**src/rtl/alu_pkg.sv**
```systemverilog
// ---------------------------------------------------------------------------
// alu_pkg
// Shared definitions for the ALU result-path sequencer and the result mux:
//   - opcode encodings (OP_CMP..OP_MUL), 5..7 are illegal
//   - sequencer state enum
//   - one-hot select bit indices, shared with the result mux
//   - helpers: opcode legality and opcode-to-select decode
// ---------------------------------------------------------------------------
package alu_pkg;

    localparam int unsigned OP_W  = 3;
    localparam int unsigned SEL_W = 5;

    localparam logic [OP_W-1:0] OP_CMP = 3'd0;
    localparam logic [OP_W-1:0] OP_ADD = 3'd1;
    localparam logic [OP_W-1:0] OP_SUB = 3'd2;
    localparam logic [OP_W-1:0] OP_DIV = 3'd3;
    localparam logic [OP_W-1:0] OP_MUL = 3'd4;

    // Bit positions inside the select vector driven to the result mux
    localparam int unsigned SEL_CMP = 0;
    localparam int unsigned SEL_ADD = 1;
    localparam int unsigned SEL_SUB = 2;
    localparam int unsigned SEL_DIV = 3;
    localparam int unsigned SEL_MUL = 4;

    typedef enum logic [1:0] {
        ST_IDLE = 2'd0,
        ST_EXEC = 2'd1,
        ST_SEL  = 2'd2,
        ST_RESP = 2'd3
    } state_e;

    // True for opcodes that map onto an execution unit
    function automatic logic op_legal(input logic [OP_W-1:0] op);
        return (op <= OP_MUL);
    endfunction

    // One-hot select for a legal opcode, all-zero otherwise
    function automatic logic [SEL_W-1:0] op_sel(input logic [OP_W-1:0] op);
        logic [SEL_W-1:0] sel;
        sel = '0;
        case (op)
            OP_CMP:  sel[SEL_CMP] = 1'b1;
            OP_ADD:  sel[SEL_ADD] = 1'b1;
            OP_SUB:  sel[SEL_SUB] = 1'b1;
            OP_DIV:  sel[SEL_DIV] = 1'b1;
            OP_MUL:  sel[SEL_MUL] = 1'b1;
            default: sel = '0;
        endcase
        return sel;
    endfunction

endpackage

```
**src/rtl/alu_lat_counter.sv**
```systemverilog
// ---------------------------------------------------------------------------
// alu_lat_counter
// Down-counter timing the execution-unit latency.
//   clk, rst_n   clock, asynchronous active-low reset
//   load_i       load load_val_i (has priority over decrement)
//   load_val_i   value to load (latency - 1)
//   dec_i        decrement by one; saturates at zero
//   zero_c       counter is zero (decoded from the register)
// ---------------------------------------------------------------------------
module alu_lat_counter #(
    parameter int unsigned CNT_W = 4
) (
    input  logic             clk,
    input  logic             rst_n,
    input  logic             load_i,
    input  logic [CNT_W-1:0] load_val_i,
    input  logic             dec_i,
    output logic             zero_c
);

    logic [CNT_W-1:0] cnt_q;
    logic [CNT_W-1:0] cnt_d;

    // Next count: load wins, decrement never wraps below zero
    always_comb begin
        cnt_d = cnt_q;
        if (load_i) begin
            cnt_d = load_val_i;
        end else if (dec_i && (cnt_q != '0)) begin
            cnt_d = cnt_q - CNT_W'(1);
        end
    end

    always_ff @(posedge clk or negedge rst_n) begin
        if (!rst_n) begin
            cnt_q <= '0;
        end else begin
            cnt_q <= cnt_d;
        end
    end

    assign zero_c = (cnt_q == '0);

endmodule

```
**src/rtl/alu_op_sequencer.sv**
```systemverilog
// ---------------------------------------------------------------------------
// alu_op_sequencer
// Sequences one ALU operation at a time: accepts a request, pulses start to
// the execution units, waits the per-op latency, drives the one-hot select
// into the registered result mux and holds a completion handshake.
//   clk, rst_n                 clock, asynchronous active-low reset
//   req_valid/req_ready        request handshake (ready only in IDLE)
//   req_op                     opcode, sampled only on the accept cycle
//   start                      one-cycle pulse in the first EXEC cycle
//   aCmp/aAdd/aSub/aDiv/aMul   one-hot result mux select
//   done_valid/done_ready      completion handshake
//   done_op, done_err          opcode of completed op, illegal-op flag
//   busy                       sequencer not idle
// All outputs come straight from flops.
// ---------------------------------------------------------------------------
module alu_op_sequencer
    import alu_pkg::*;
#(
    parameter int unsigned LAT_CMP = 1,
    parameter int unsigned LAT_ADD = 1,
    parameter int unsigned LAT_SUB = 1,
    parameter int unsigned LAT_DIV = 8,
    parameter int unsigned LAT_MUL = 3,
    parameter int unsigned CNT_W   = 4
) (
    input  logic            clk,
    input  logic            rst_n,
    input  logic            req_valid,
    output logic            req_ready,
    input  logic [OP_W-1:0] req_op,
    output logic            start,
    output logic            aCmp,
    output logic            aAdd,
    output logic            aSub,
    output logic            aDiv,
    output logic            aMul,
    output logic            done_valid,
    input  logic            done_ready,
    output logic [OP_W-1:0] done_op,
    output logic            done_err,
    output logic            busy
);

    localparam int unsigned LAT_MAX = 1 << CNT_W;

    // Every latency must be representable as (LAT-1) in the counter
    if ((LAT_CMP < 1) || (LAT_CMP > LAT_MAX) ||
        (LAT_ADD < 1) || (LAT_ADD > LAT_MAX) ||
        (LAT_SUB < 1) || (LAT_SUB > LAT_MAX) ||
        (LAT_DIV < 1) || (LAT_DIV > LAT_MAX) ||
        (LAT_MUL < 1) || (LAT_MUL > LAT_MAX)) begin : g_lat_range_err
        $error("alu_op_sequencer: every LAT_* must lie in 1..2**CNT_W");
    end

    // Counter preload so that EXEC lasts exactly LAT(op) cycles
    function automatic logic [CNT_W-1:0] lat_load(input logic [OP_W-1:0] op);
        case (op)
            OP_CMP:  return CNT_W'(LAT_CMP - 1);
            OP_ADD:  return CNT_W'(LAT_ADD - 1);
            OP_SUB:  return CNT_W'(LAT_SUB - 1);
            OP_DIV:  return CNT_W'(LAT_DIV - 1);
            OP_MUL:  return CNT_W'(LAT_MUL - 1);
            default: return '0;
        endcase
    endfunction

    state_e           state_q, state_d;
    logic [OP_W-1:0]  op_q, op_d;
    logic             err_q, err_d;

    logic             cnt_load;
    logic [CNT_W-1:0] cnt_load_val;
    logic             cnt_dec;
    logic             cnt_zero;

    logic             req_ready_q, req_ready_d;
    logic             start_q, start_d;
    logic [SEL_W-1:0] sel_q, sel_d;
    logic             done_valid_q, done_valid_d;
    logic [OP_W-1:0]  done_op_q, done_op_d;
    logic             done_err_q, done_err_d;
    logic             busy_q, busy_d;

    alu_lat_counter #(
        .CNT_W (CNT_W)
    ) u_lat_counter (
        .clk        (clk),
        .rst_n      (rst_n),
        .load_i     (cnt_load),
        .load_val_i (cnt_load_val),
        .dec_i      (cnt_dec),
        .zero_c     (cnt_zero)
    );

    // Next state plus next values of every registered output
    always_comb begin
        state_d      = state_q;
        op_d         = op_q;
        err_d        = err_q;
        cnt_load     = 1'b0;
        cnt_load_val = '0;
        cnt_dec      = 1'b0;

        case (state_q)
            ST_IDLE: begin
                // req_ready is high throughout IDLE, so valid alone accepts
                if (req_valid) begin
                    op_d = req_op;
                    if (op_legal(req_op)) begin
                        err_d        = 1'b0;
                        state_d      = ST_EXEC;
                        cnt_load     = 1'b1;
                        cnt_load_val = lat_load(req_op);
                    end else begin
                        err_d   = 1'b1;
                        state_d = ST_RESP;
                    end
                end
            end
            ST_EXEC: begin
                if (cnt_zero) begin
                    state_d = ST_SEL;
                end else begin
                    cnt_dec = 1'b1;
                end
            end
            ST_SEL: begin
                state_d = ST_RESP;
            end
            ST_RESP: begin
                if (done_ready) begin
                    state_d = ST_IDLE;
                end
            end
            default: begin
                state_d = ST_IDLE;
            end
        endcase

        req_ready_d  = (state_d == ST_IDLE);
        busy_d       = (state_d != ST_IDLE);
        start_d      = (state_q == ST_IDLE) && (state_d == ST_EXEC);
        done_valid_d = (state_d == ST_RESP);
        done_op_d    = (state_d == ST_RESP) ? op_d : '0;
        done_err_d   = (state_d == ST_RESP) && err_d;
        // Select held through SEL and RESP so the mux keeps reloading Y
        sel_d        = '0;
        if (((state_d == ST_SEL) || (state_d == ST_RESP)) && !err_d) begin
            sel_d = op_sel(op_d);
        end
    end

    always_ff @(posedge clk or negedge rst_n) begin
        if (!rst_n) begin
            state_q      <= ST_IDLE;
            op_q         <= '0;
            err_q        <= 1'b0;
            req_ready_q  <= 1'b1;
            start_q      <= 1'b0;
            sel_q        <= '0;
            done_valid_q <= 1'b0;
            done_op_q    <= '0;
            done_err_q   <= 1'b0;
            busy_q       <= 1'b0;
        end else begin
            state_q      <= state_d;
            op_q         <= op_d;
            err_q        <= err_d;
            req_ready_q  <= req_ready_d;
            start_q      <= start_d;
            sel_q        <= sel_d;
            done_valid_q <= done_valid_d;
            done_op_q    <= done_op_d;
            done_err_q   <= done_err_d;
            busy_q       <= busy_d;
        end
    end

    assign req_ready  = req_ready_q;
    assign start      = start_q;
    assign aCmp       = sel_q[SEL_CMP];
    assign aAdd       = sel_q[SEL_ADD];
    assign aSub       = sel_q[SEL_SUB];
    assign aDiv       = sel_q[SEL_DIV];
    assign aMul       = sel_q[SEL_MUL];
    assign done_valid = done_valid_q;
    assign done_op    = done_op_q;
    assign done_err   = done_err_q;
    assign busy       = busy_q;

endmodule

```
**config.mk**
```make
export PLATFORM = sky130hd
export DESIGN_NAME = alu_op_sequencer
export DESIGN_NICKNAME = d
export VERILOG_FILES = /design/src/rtl/alu_pkg.sv /design/src/rtl/alu_lat_counter.sv /design/src/rtl/alu_op_sequencer.sv
export SDC_FILE = /design/constraint.sdc
export NUM_CORES = 1
export LEC_CHECK = 0
export CAP_MARGIN = 20
export CELL_PAD_IN_SITES_DETAIL_PLACEMENT = 0
export CELL_PAD_IN_SITES_GLOBAL_PLACEMENT = 1
export CORE_UTILIZATION = 45
export CTS_BUF_LIST = sky130_fd_sc_hd__clkbuf_8
export DETAILED_ROUTE_END_ITERATION = 6
export DONT_BUFFER_PORTS = 1
export HOLD_SLACK_MARGIN = 0.1
export PLACE_DENSITY = 0.74
export SETUP_SLACK_MARGIN = 0.1
export SYNTH_ARGS = -nofsm -noshare
export SYNTH_HDL_FRONTEND = slang
export SYNTH_SLANG_ARGS = --single-unit
```
**constraint.sdc**
```tcl
create_clock -name clk -period 2.9 [get_ports clk]
set_input_delay 0.435 -clock clk [delete_from_list [all_inputs] [get_ports clk]]
set_output_delay 0.435 -clock clk [all_outputs]
set_load 0.01 [all_outputs]
```
# Yosys cells after proc, flatten, opt, wreduce, memory -nomap -nowiden
# Index checks and enable logic that the tools add are counted.
# word_totals
regBits,23
word_cells,66
# classes
addsub,1
magnitude_cmp,1
n_eq_ne,12
muxes,28
n_reduce_logical,13
# op_table
operator,n
$mux W3,6
$mux W1,13
$eq A3 B2 Y1 const B,3
$eq A2 B2 Y1 const B,4
$mux W2,4
$mux W4,2
$pmux W2 S4,1
$eq A3 B3 Y1 const B,2
$pmux W3 S2,1
$mux W5,1
$eq A2 B1 Y1 const B,2
$logic_and A1 B1 Y1,4
$logic_not A2 Y1,2
$logic_not A4 Y1,1
$reduce_bool A2 Y1,2
$reduce_bool A4 Y1,1
$sub A4 B1 Y4 const B,1
$eq A3 B1 Y1 const B,1
$le A3 B3 Y1 const B,1
$logic_not A3 Y1,1
$logic_not A1 Y1,1
$logic_or A1 B1 Y1,1

# Longest topological paths before layout
# depth
word_depth,8
depth_mapped,6

# By module
# Synthesis repeated with hierarchy kept, for this count alone.
# hier_totals
hier_cells,97
hier_area_um2,1089.8
# modules_own_cells
mod,instances,cells_each,area_per_inst_um2,seq_area_each_um2
alu_op_sequencer,1,70,819.5,476.7
alu_lat_counter,1,27,270.3,100.1

# Least setup slack after synthesis
# OpenSTA, ideal clock, no wires.
# synth_path
kind,register to register
start,register u_lat_counter.cnt_q[0]
end,register u_lat_counter.cnt_q[1]
arrival_ps,1503
setup_slack_ps,1272
stages_incl_launch_ff,7
path_cell_list,dfrtp_1 > inv_1 > ha_1 > or3b_2 > nand3b_1 > nand2_1 > mux2_2
# synth_between
elab_chain_cells,5
word_cells_on_any_way,9
cone_classes,add/sub: 1; mux: 4; reduce/logical: 4
# synth_rtl
element,line_no,rtl
start: declaration,alu_lat_counter.sv:21,logic [CNT_W-1:0] cnt_q;
start signal: assignment,alu_lat_counter.sv:38,cnt_q <= cnt_d;
branches (longest 5 deep; another with $sub A4 B1 Y4),--,
# Parallel ways; which one is timed is not known. The select of a mux whose other input is x is not followed.
# A chain may end at the register's enable or synchronous reset.

# Worst setup path after layout
# layout_path
start,register u_lat_counter.cnt_q[0]
end,register sel_q[3]
# layout_between
elab_chain_cells,7
word_cells_on_any_way,8
cone_classes,eq/ne: 2; mux: 3; reduce/logical: 3
# layout_rtl
element,line_no,rtl
$logic_not A4 Y1 (*),alu_lat_counter.sv:42,assign zero_c = (cnt_q == '0);
$mux W2 (*),alu_op_sequencer.sv:121,if (cnt_zero) begin
$pmux W2 S4 (*),alu_op_sequencer.sv:104,case (state_q)
$eq A2 B2 Y1,alu_op_sequencer.sv:148,if (((state_d == ST_SEL) || (state_d == ST_RESP)) && !err_d) begin
$logic_or A1 B1 Y1 (*),alu_op_sequencer.sv:148,
$logic_and A1 B1 Y1 (*),alu_op_sequencer.sv:148,
$mux W5 (*),alu_op_sequencer.sv:148,
named net sel_d[3],alu_op_sequencer.sv:78,"logic [SEL_W-1:0] sel_q, sel_d;"
end signal: assignment,alu_op_sequencer.sv:171,sel_q <= sel_d;
end: declaration,alu_op_sequencer.sv:78,
# Mark *: on every way through the listed nets, which the timed path passes. The rest lies on a longest branch.

==> flow_metrics.env <==
export IMPL_ir_drop_uv=462
export IMPL_cts_root_buf="clkbuf_8"
export IMPL_area_growth_pct=9.65
export IMPL_drive_above_1_share_pct=20.9
export IMPL_synthTopCellsByArea="dfrtp_1, mux2i_4, nor2_1"
export IMPL_grt_use_total_pct=15.3
export IMPL_place_hpwl_um=1190
export IMPL_placed_area_sq_mm=0.00102
export IMPL_ant_nets=0
export IMPL_multi_input_area_sq_um=382
export IMPL_vias_per_cell=5.27
export IMPL_post_route_period_util_pct=64.2
export IMPL_layout_area_seq_sq_um=577
export IMPL_drt_first_pass_iters=4
export IMPL_numCtsBuffers=3
export IMPL_finalSetupViolCount=0
export IMPL_finClkSkew_ps=2.18
export IMPL_yosysSeqAreaShare_pct=57.1
export IMPL_whs_ps=338
export IMPL_ctsResizeCount=0
export IMPL_power_density_mw_per_mm2=1050
export IMPL_drc_errors=0
export IMPL_muxShareOfSynthArea_pct=7.80
export IMPL_synth_top_family_by_area="simple AND/OR/NAND/NOR gates"
export IMPL_grt_pass1_wl_um=2680
export IMPL_critPathCaptureType="flop"
export IMPL_syn_area_sq_mm=0.00101
export IMPL_place_congestion=0.816
export IMPL_grt_pass1_vias=586
export IMPL_worst_pin_slew_ps=456
export IMPL_antenna_found_initial=0
export IMPL_drt_wirelength_per_cell_um=14.3
export IMPL_crit_type="reg2reg"
export IMPL_core_region_area_sq_mm=0.00204
export IMPL_cts_setup_buffers=0
export IMPL_cts_tree="built"
export IMPL_yosysTopAreaCell="dfrtp_1"
export IMPL_fin_nets=100
export IMPL_max_freq_mhz=537
export IMPL_drv_cap=0
export IMPL_synth_compound_area_share_pct=7.55
export IMPL_rsz0062_at_grt="false"
export IMPL_die_area_sq_mm=0.00244
export IMPL_io_buffers=0
export IMPL_synth_edff_count=0
export IMPL_wirelength_um=1690
export IMPL_fin_area_sq_mm=0.00111
export IMPL_crit_required_ps=3070
export IMPL_insertion_delay_ps=270
export IMPL_synth_simple_area_share_pct=20.3
export IMPL_dp_slack_ps=1090
export IMPL_fillCellCount=199
export IMPL_synth_xor_area_share_pct=0.866
export IMPL_cts_sinks=23
export IMPL_num_rows=16
export IMPL_r2r_setup_slack_ps=1040
export IMPL_async_flop_share_pct=100
export IMPL_htree_num_levels=1
export IMPL_ys_warn_count=0
export IMPL_synth_top_area_share_pct=54.5
export IMPL_grt_ovfl_total=0
export IMPL_io_pins=20
export IMPL_min_path_type="in2reg"
export IMPL_worst_slack_ps=1040
export IMPL_vias=622
export IMPL_dp_cells=112
export IMPL_tns_ps=0
export IMPL_startpoint_type="flop"
export IMPL_yosysMostFrequentCell="dfrtp_1"
export IMPL_final_hold_viol_count=0
export IMPL_grt_max_degree=24
export IMPL_hold_buffers=1
export IMPL_avgSynthCellArea_sq_um=11.6
export IMPL_clk_pin_slew_ps=80
export IMPL_ys_ff_latch=23
export IMPL_antennaDiodeCount=0
export IMPL_synth_cells=87
export IMPL_ys_dominant_reg_cell="dfrtp_1"
export IMPL_cts_buffer_depth=2
export IMPL_crit_fanout=4
export IMPL_fin_crit_ps=1860
export IMPL_relSlewSlack_pct=69.3
export IMPL_die_y_um=49.4
export IMPL_synth_cell_types=32
export IMPL_stdcell_count=118
export IMPL_start_util_pct=49.5
export IMPL_synthAdderAreaFrac_pct=1.24
export IMPL_drv_slew=0
export IMPL_synth_common_cells="dfrtp_1, nor2_1, inv_1, nand2_1, o21ai_0"
export IMPL_p_leak_nw=0.507
export IMPL_drt_iter0_drc=11
export IMPL_status="completed"
export IMPL_chipWidth_um=49.4
export IMPL_crit_arrival_ps=2040
export IMPL_syn_nets=95
-- area by class of cell --
cell class	count	share of cell area [%]
multi-input cells	54	34.4
well taps	27	3.05
inverters	8	2.71
clock buffers	3	3.72
clock inverters	1	0.677
repair buffers	2	3.39
flip-flops and latches	23	52.0
-- power breakdown --
group,total [mW],internal [mW],leakage [nW],switching [mW]
clock network,0.203,0.0972,0.0217,0.106
logic,0.394,0.186,0.197,0.208
registers,0.562,0.447,0.289,0.114
total,1.16,0.730,0.507,0.428
-- path summary, 6_finish.rpt --
path                              to                   start  cells after the start
min in group asynchronous   sel_q[3]                   rst_n                      1
setup reg to reg            sel_q[3]  u_lat_counter.cnt_q[0]                      6
hold / removal               op_q[0]               req_op[0]                      2
setup / recovery            sel_q[3]  u_lat_counter.cnt_q[0]                      6
hold reg to reg              op_q[2]                 op_q[2]                      1
max in group asynchronous  req_ready                   rst_n                      2
-- logic make-up after synthesis --
kind of cell / Yosys count
xor gates and xnor gates: 1
muxes: 5
DFF: 23
and+or+nand+nor: 35
buffers and inverters: 10
AOI/OAI and AO/OA: 12
adders and majority gates: 1
-- flip-flops by register name (all words and copies together), names as in the netlist, 2 cells and up --
register / cells
sel_q: 5
u_lat_counter.cnt_q: 4
done_op: 3
op_q: 3
state_q: 2
-- stage by stage --
stage | power (mW) | utilization (%)
finish | 1.16 | 54.3
CTS | 1.17 | 52.9
global placement | 0.949 | 50.1
detailed placement | 0.954 | 50.1
floorplan | 0.888 | -
global route | 1.24 | 54.3
-- worst max-delay path, stage by stage, from the launching register on --
cell and delay (ps):
dfrtp_1 410, inv_1 90, ha_1 200, nor4bb_1 360, o21ai_0 220, o21bai_1 280
nor3_1 210
-- cells in the final DEF (no fill, tap or decap), types with 2 or more instances in the layout --
cell / netlist / layout
a21oi_1: 2 / 2
clkbuf_8: 0 / 3
dfrtp_1: 22 / 22
inv_1: 6 / 6
inv_2: 2 / 2
mux2_2: 3 / 3
mux2i_4: 2 / 2
nand2_1: 6 / 6
nand4b_1: 2 / 2
nor2_1: 10 / 10
nor3_1: 3 / 3
nor3_2: 3 / 3
nor3b_1: 2 / 2
o21ai_0: 4 / 4
-- layer usage --
metal | wire length [um] | global-route usage, % | up-vias
met3 | 62 | 3.74 | 5
met1 | 798 | 19.9 | 295
met5 | 0 | 0 | -
met4 | 40 | 10.0 | 0
met2 | 785 | 22.6 | 20
li1 | - | - | 302
No activity file was read; power rests on OpenSTA's default activity.
